**src/rtl/hello_scroll_ctrl.sv**
```systemverilog
// HELLO scroll controller: message buffer, tick divider and 8-digit window.
// Feeds one character code per digit to the downstream letter decoders.
module hello_scroll_ctrl #(
    parameter int CW       = 3,
    parameter int DEPTH    = 16,
    parameter int AW       = 4,
    parameter int TICK_DIV = 50_000_000,
    parameter int TW       = 26
) (
    input  logic            Clock,
    input  logic            Resetn,
    input  logic            wr_en,
    input  logic [AW-1:0]   wr_addr,
    input  logic [CW-1:0]   wr_data,
    input  logic            len_load,
    input  logic [AW:0]     msg_len,
    input  logic            run,
    input  logic            dir,
    input  logic            step,
    output logic [8*CW-1:0] chars,
    output logic [AW-1:0]   offset,
    output logic            tick
);

    localparam int LEN0 = (DEPTH < 8) ? DEPTH : 8;

    logic [CW-1:0]   mem [DEPTH];
    logic [AW:0]     len;
    logic [TW-1:0]   cnt;
    logic            adv;
    logic            wr_ok;
    logic [AW-1:0]   last;
    logic [AW:0]     len_new;
    logic [AW-1:0]   ptr;
    logic [8*CW-1:0] win;

    assign tick = (cnt == TW'(TICK_DIV - 1));
    assign adv  = (tick & run) | step;
    assign last = AW'(len - 1'b1);

    if (DEPTH < (1 << AW)) begin : g_chk
        assign wr_ok = (32'(wr_addr) < DEPTH);
    end else begin : g_all
        assign wr_ok = 1'b1;
    end

    always_comb begin
        len_new = msg_len;
        if (msg_len == '0)
            len_new = (AW+1)'(1);
        else if (32'(msg_len) > DEPTH)
            len_new = (AW+1)'(DEPTH);
    end

    // Walk the buffer from offset, wrapping at len, HEX7 first.
    always_comb begin
        ptr = offset;
        win = '0;
        for (int k = 7; k >= 0; k--) begin
            win[k*CW +: CW] = mem[ptr];
            ptr = (ptr == last) ? '0 : ptr + 1'b1;
        end
    end

    always_ff @(posedge Clock or negedge Resetn) begin
        if (!Resetn) begin
            for (int i = 0; i < DEPTH; i++)
                mem[i] <= (i < 8) ? CW'(i) : CW'(7);
        end else if (wr_en && wr_ok) begin
            mem[wr_addr] <= wr_data;
        end
    end

    always_ff @(posedge Clock or negedge Resetn) begin
        if (!Resetn) begin
            len    <= (AW+1)'(LEN0);
            offset <= '0;
            cnt    <= '0;
            for (int k = 0; k < 8; k++)
                chars[k*CW +: CW] <= CW'(7 - k);
        end else begin
            cnt   <= tick ? '0 : cnt + 1'b1;
            chars <= win;
            if (len_load) begin
                len    <= len_new;
                offset <= '0;
            end else if (adv) begin
                if (dir)
                    offset <= (offset == '0) ? last : offset - 1'b1;
                else
                    offset <= (offset == last) ? '0 : offset + 1'b1;
            end
        end
    end

endmodule
```
**config.mk**
```make
export PLATFORM = sky130hd
export DESIGN_NAME = hello_scroll_ctrl
export DESIGN_NICKNAME = d
export VERILOG_FILES = /design/src/rtl/hello_scroll_ctrl.sv
export SDC_FILE = /design/constraint.sdc
export NUM_CORES = 1
export LEC_CHECK = 0
export ABC_AREA = 1
export CORE_UTILIZATION = 50
export DETAILED_ROUTE_END_ITERATION = 12
export GPL_ROUTABILITY_DRIVEN = 0
export PLACE_DENSITY = 0.69
export SKIP_CTS_REPAIR_TIMING = 1
export SLEW_MARGIN = 0
export SYNTH_ARGS = -nofsm -noshare
export SYNTH_HDL_FRONTEND = slang
export SYNTH_SLANG_ARGS = --single-unit
```
**constraint.sdc**
```tcl
create_clock -name Clock -period 19.3 [get_ports Clock]
set_input_delay 3.86 -clock Clock [delete_from_list [all_inputs] [get_ports Clock]]
set_output_delay 3.86 -clock Clock [all_outputs]
set_load 0.05 [all_outputs]
```
==> summary.md, run 1 <==
| Metric | Value |
|---|---|
| Final worst clock skew | 12.4 ps |
| Area occupied by multi-input gates | 5150 um2 |
| Root Driver | clkbuf_16 |
| Worst Hold Class | flip-flop to flip-flop |
| Placed wire-length estimate | 22000 um |
| Per-cell via count in the routed design | 6.47 |
| Number of top-level pins | 48 |
| Clock network latency to the later pin of the worst-skew pair | 370 ps |
| Setup TNS | 0 ps |
| Number of detailed-routing iterations run before antenna repair | 9 |
| Iteration-0 DRC count of the detailed router | 1511 |
| Vias in the first global route | 8678 |
| Final hold viol count | 0 |
| Number of levels in the clock H-tree | 3 |
| Post-synthesis net count | 1302 |
| Maximum number of pins on one net before global-route repair | 82 |
| Post-detailed-route count of antenna-violating nets | 0 |
| Overall overflow remaining after global route | 0 |
| Critical path peak fanout | 49 |
| Number of CTS-inserted buffers | 9 |
| Post-synthesis instance area | 8630 um2 |
| Post-route minimum period | 10930 ps |
| Outcome | finished, final reports clean |
| Top cell by count, worst path | nand2_1 |
| WP data arrival | 11240 ps |
| Synthesized netlist cell count | 1273 |
| Fin nets | 1296 |
| Die ar. | 17800 um2 |
| Wire length of the first global-routing pass | 48500 um |
| Chip Width | 133 um |
| Standard-cell row count | 47 |
| Slowest CP cell | dfrtp_1 |
| Number of setup violations in the final report | 0 |
| Number of fillers in the final layout | 1662 |
| Kind of end point of the critical path | flip-flop |
| Achievable Freq | 0.0915 GHz |
| Cell variety after synth | 51 |
| Register area | 2710 um2 |
| Max-Cap Viols | 0 |
| CTS Sinks | 106 |
| Fraction of final layout cells with drive strength greater than 1 | 10.4% |
| Post-synthesis area per instance | 6.78 um2 |
| Buffers from clock root to sink, at most | 2 |
| Routed len/inst | 21.2 um |
| Overall track demand over capacity in global routing | 35.9% |
| Slew of the pin with the lowest slew margin | 1200 ps |
| Longest individual stage delay on the worst path | 830 ps |
| Total wire length after detailed routing | 31600 um |
| Setup repair after global routing missed its margin | false |
| Crit start category | flip-flop |
| Initial Util | 51.7% |
| Flip-flop and latch count after synthesis | 106 |
| Yosys warns | 0 |
| Height of the die | 133 um |
| Total via count in the routed design | 9652 |
| Number of antenna violations at the first check in global routing | 0 |
| Worst slew margin | 20.2% |
| Number of inserted diodes | 0 |
| Core region area | 16700 um2 |
| Drt drc | 0 |
| Final number of max-transition violations | 0 |
| Post-route clock period utilization | 56.6% |
| Required time of the critical path | 19610 ps |
| Clk pin slew, worst setup/hold paths | 80 ps |
| Clock tree from TritonCTS | yes |
| Crit Path Class | flip-flop to flip-flop |
| Layout area overhead | 9.02% |
| Proportion of synthesized chip area in sequential cells | 31.4% |
| Count of input and output buffers | 47 |
==> cells in the mapped netlist, drive strengths merged <==
cell type,instances,area (um2)
o21ai,204,1020
a221oi,17,149
clkinv,7,26.3
nand3,129,656
dfstp,49,1290
nor4,8,50.1
nand4,4,25.0
o311ai,15,131
or2,5,31.3
xor2,18,158
o2111ai,4,35.0
a21oi,84,420
o31ai,7,52.6
o211ai,21,158
o22ai,14,87.6
a21boi,1,7.51
nand2,298,1250
o221ai,17,149
xnor2,6,78.8
nor3,14,70.1
inv,116,438
clkbuf,43,161
a211o,1,8.76
buf,24,146
o32ai,3,26.3
and2,2,12.5
nor2,82,350
a311o,1,10.0
ha,10,125
a31oi,2,12.5
and3,3,18.8
a211oi,4,30.0
nor3b,1,7.51
o21a,2,15.0
dfrtp,57,1430
==> cell usage in the layout, fill, tap and decap left out, types with 8 or more instances in the layout <==
cell type	netlist	layout
nor4_1	8	8
dfstp_2	49	49
nand2_4	10	10
dfrtp_1	57	57
o21ai_0	202	202
nand2_2	15	15
nor3_1	14	14
nand2_1	272	272
a21oi_1	84	84
o22ai_1	14	14
o211ai_1	21	21
ha_1	10	10
clkbuf_16	0	10
inv_1	97	97
o311ai_0	14	14
nand3_1	127	127
o221ai_1	17	17
inv_2	18	18
xor2_1	18	18
clkdlybuf4s50_1	0	46
nor2_2	8	9
nor2_1	71	70
a221oi_1	17	17
==> final timing paths <==
kind | depth (start not counted) | start | slack (ps) | to
worst max-delay path | 36 | offset[0] | 8370 | chars[1]
worst min-delay path | 1 | cnt[2] | 500 | cnt[2]
worst max register to register | 36 | offset[0] | 8370 | chars[1]
worst min register to register | 1 | cnt[2] | 500 | cnt[2]
max in group asynchronous | 2 | Resetn | 14600 | mem[27]
min in group asynchronous | 1 | Resetn | 3390 | len[0]
==> registers in the layout, summed over array words and instances, names as in the netlist <==
register	count
offset	4
chars	24
len	4
cnt	26
mem	48
==> layer usage <==
layer / share of wire (%) / track usage (%) / vias up
met1: 39 / 48.1 / 4409
li1: - / - / 4401
met5: 0 / 0 / -
met4: 6.5 / 21.3 / 0
met2: 41 / 52.0 / 683
met3: 13 / 9.13 / 159
==> cell type report <==
type	instances	share of cell area, %
inverters	123	4.93
flip-flops and latches	106	28.8
repair buffers	50	5.21
multi-input cells	977	54.7
clock inverters	6	0.718
clock buffers	10	2.66
well taps	220	2.93
==> per-stage QoR <==
stage	instance area (um2)	setup slack (ps)	hold WS, ps	instances	util [%]
6_report	9410	8370	501	1492	56.3
2_1_floorplan	8630	12500	433	1273	-
4_1_cts	9410	8790	507	1492	56.3
5_1_grt	9410	7480	519	1492	56.3
3_5_place_dp	9090	8820	491	1476	54.4
3_3_place_gp	9090	9170	459	1476	54.4
==> worst max-delay path: cells and delay by family, from the launching register on <==
kind	cells	cell delay [ps]
fa+ha+maj	4	1690
buf+inv	6	2780
flops	1	830
xor+xnor	2	430
simple gates	24	5070
==> kinds of logic after synthesis <==
| kind of cell | share of synthesized area [%] |
|---|---|
| simple gates | 28.6 |
| compound gates | 26.8 |
| buf+inv | 8.95 |
| flops | 31.4 |
| xor+xnor | 2.74 |
| fa+ha+maj | 1.45 |
Power of run 1 is left out: the tool's default activity adds up to more than one toggle a clock period on the data nets, which glitch-free logic cannot reach.
==> run 2: changes to the inputs <==
- PLACE_DENSITY: 0.69 -> 0.71
- clock period: 19.3 -> 9.1 ns (I/O delays scaled with it)
==> run 2 against run 1 <==
Non-clock buffer count rose by 4. Worst hold slack got worse by 40 ps. Fmax rose by 28%. Register-to-register slack got worse by 7800 ps. Critical path type unchanged.
==> summary.md, run 2 (synthesized netlist as in run 1, its figures left out) <==
| Metric | Value |
|---|---|
| Outcome | finished, final reports clean |
| Final hold viol count | 0 |
| Final number of max-transition violations | 0 |
| Worst Hold Class | flip-flop to flip-flop |
| Longest individual stage delay on the worst path | 620 ps |
| Max-Cap Viols | 0 |
| Slew of the pin with the lowest slew margin | 814 ps |
| Final worst clock skew | 20.1 ps |
| Most used cells in the layout excluding fill and tap cells | 272 x nand2_1, 202 x o21ai_0, 127 x nand3_1, 97 x inv_1, 84 x a21oi_1 |
| Final Non-Filler Cells | 1497 |
| Most common library cell in the layout ignoring fill and taps | nand2_1 |
| Number of detailed-routing iterations run before antenna repair | 9 |
| Critical path peak fanout | 37 |
| Register bank with the most flops | mem |
| Number of antenna violations at the first check in global routing | 0 |
| Clock network latency to the later pin of the worst-skew pair | 380 ps |
| Critical path buffer and inverter count | 9 |
| Crit start category | flip-flop |
| Standard-cell row count | 47 |
| Core region area | 16700 um2 |
| Registers with the most flip-flops | mem: 48 flops, cnt: 26 flops, chars: 24 flops |
| Register area | 2720 um2 |
| Number of CTS-inserted buffers | 9 |
| Die ar. | 17800 um2 |
| Post-route minimum period | 8520 ps |
| Number of top-level pins | 48 |
| Overall overflow remaining after global route | 0 |
| Layout area overhead | 9.40% |
| Routed len/inst | 20.7 um |
| Buffers from clock root to sink, at most | 2 |
| Chip Width | 133 um |
| Drt drc | 0 |
| Count of input and output buffers | 47 |
| Crit Path Class | flip-flop to flip-flop |
| Clk pin slew, worst setup/hold paths | 100 ps |
| Total wire length after detailed routing | 31000 um |
| Per-cell via count in the routed design | 6.39 |
| Iteration-0 DRC count of the detailed router | 1383 |
| Area occupied by multi-input gates | 5150 um2 |
| Hold slack | 461 ps |
| Placed instance count | 1480 |
| Final core utilization | 56.5% |
| Initial Util | 51.7% |
| Setup TNS | 0 ps |
| Placed wire-length estimate | 21700 um |
| Slowest CP cell | dfrtp_1 |
| Setup repair after global routing missed its margin | false |
| Post-route clock period utilization | 93.6% |
| Number of setup violations in the final report | 0 |
| Clock tree from TritonCTS | yes |
| Number of fillers in the final layout | 1621 |
| Vias in the first global route | 8611 |
| Maximum number of pins on one net before global-route repair | 64 |
| Wire length of the first global-routing pass | 48500 um |
| Required time of the critical path | 9420 ps |
| Root Driver | clkbuf_16 |
| Delay-heaviest family, CP | simple AND/OR/NAND/NOR gates |
| Post-detailed-route count of antenna-violating nets | 0 |
| Kind of end point of the critical path | flip-flop |
| WP data arrival | 8840 ps |
| Top cell by count, worst path | nand2_1 |
| Height of the die | 133 um |
| Fraction of final layout cells with drive strength greater than 1 | 10.7% |
| CTS Sinks | 106 |
| Worst slew margin | 45.7% |
| Flip-flop count of the largest register, all copies and words added | 48 |
| Achievable Freq | 0.117 GHz |
| Overall track demand over capacity in global routing | 35.7% |
| Fin nets | 1300 |
| Number of levels in the clock H-tree | 3 |
| Total via count in the routed design | 9573 |
[run 2: worst paths after layout]
kind	cells past startpoint	slack (ps)	end	start
worst max-delay path	35	580	chars[1]	len[0]
min in group asynchronous	1	1460	len[2]	Resetn
max in group asynchronous	2	6400	offset[0]	Resetn
worst max register to register	35	580	chars[1]	len[0]
worst min-delay path	1	460	cnt[0]	cnt[0]
worst min register to register	1	460	cnt[0]	cnt[0]
[run 2: cell type report]
cell class              instances  area share, %
clock buffers                  10           2.65
well taps                     220           2.92
diodes                          1         0.0265
clock inverters                 6          0.649
repair buffers                 54           5.51
flip-flops and latches        106           28.8
multi-input cells             977           54.6
inverters                     123           4.92
[run 2: metal layers]
layer	vias up	GRT usage [%]	share of wire (%)
met4	0	23.5	6.8
met2	659	50.4	42
met5	-	0	0
met3	169	9.70	12
li1	4418	-	-
met1	4327	47.7	39
[run 2: worst reg2reg max path, delay by kind of cell, from the launching register on]
kind	cells	cell delay, ps
and+or+nand+nor	19	3180
buffers and inverters	9	2060
xor gates and xnor gates	1	280
adders and majority gates	6	2340
DFF	1	620
[run 2: metrics by stage]
step	cell area, um2	setup WS [ps]
detailed placement	9120	669
CTS	9430	719
global placement	9120	884
floorplan	8630	2590
global route	9440	15.2
finish	9440	584
Power of run 2 is left out for the same reason.
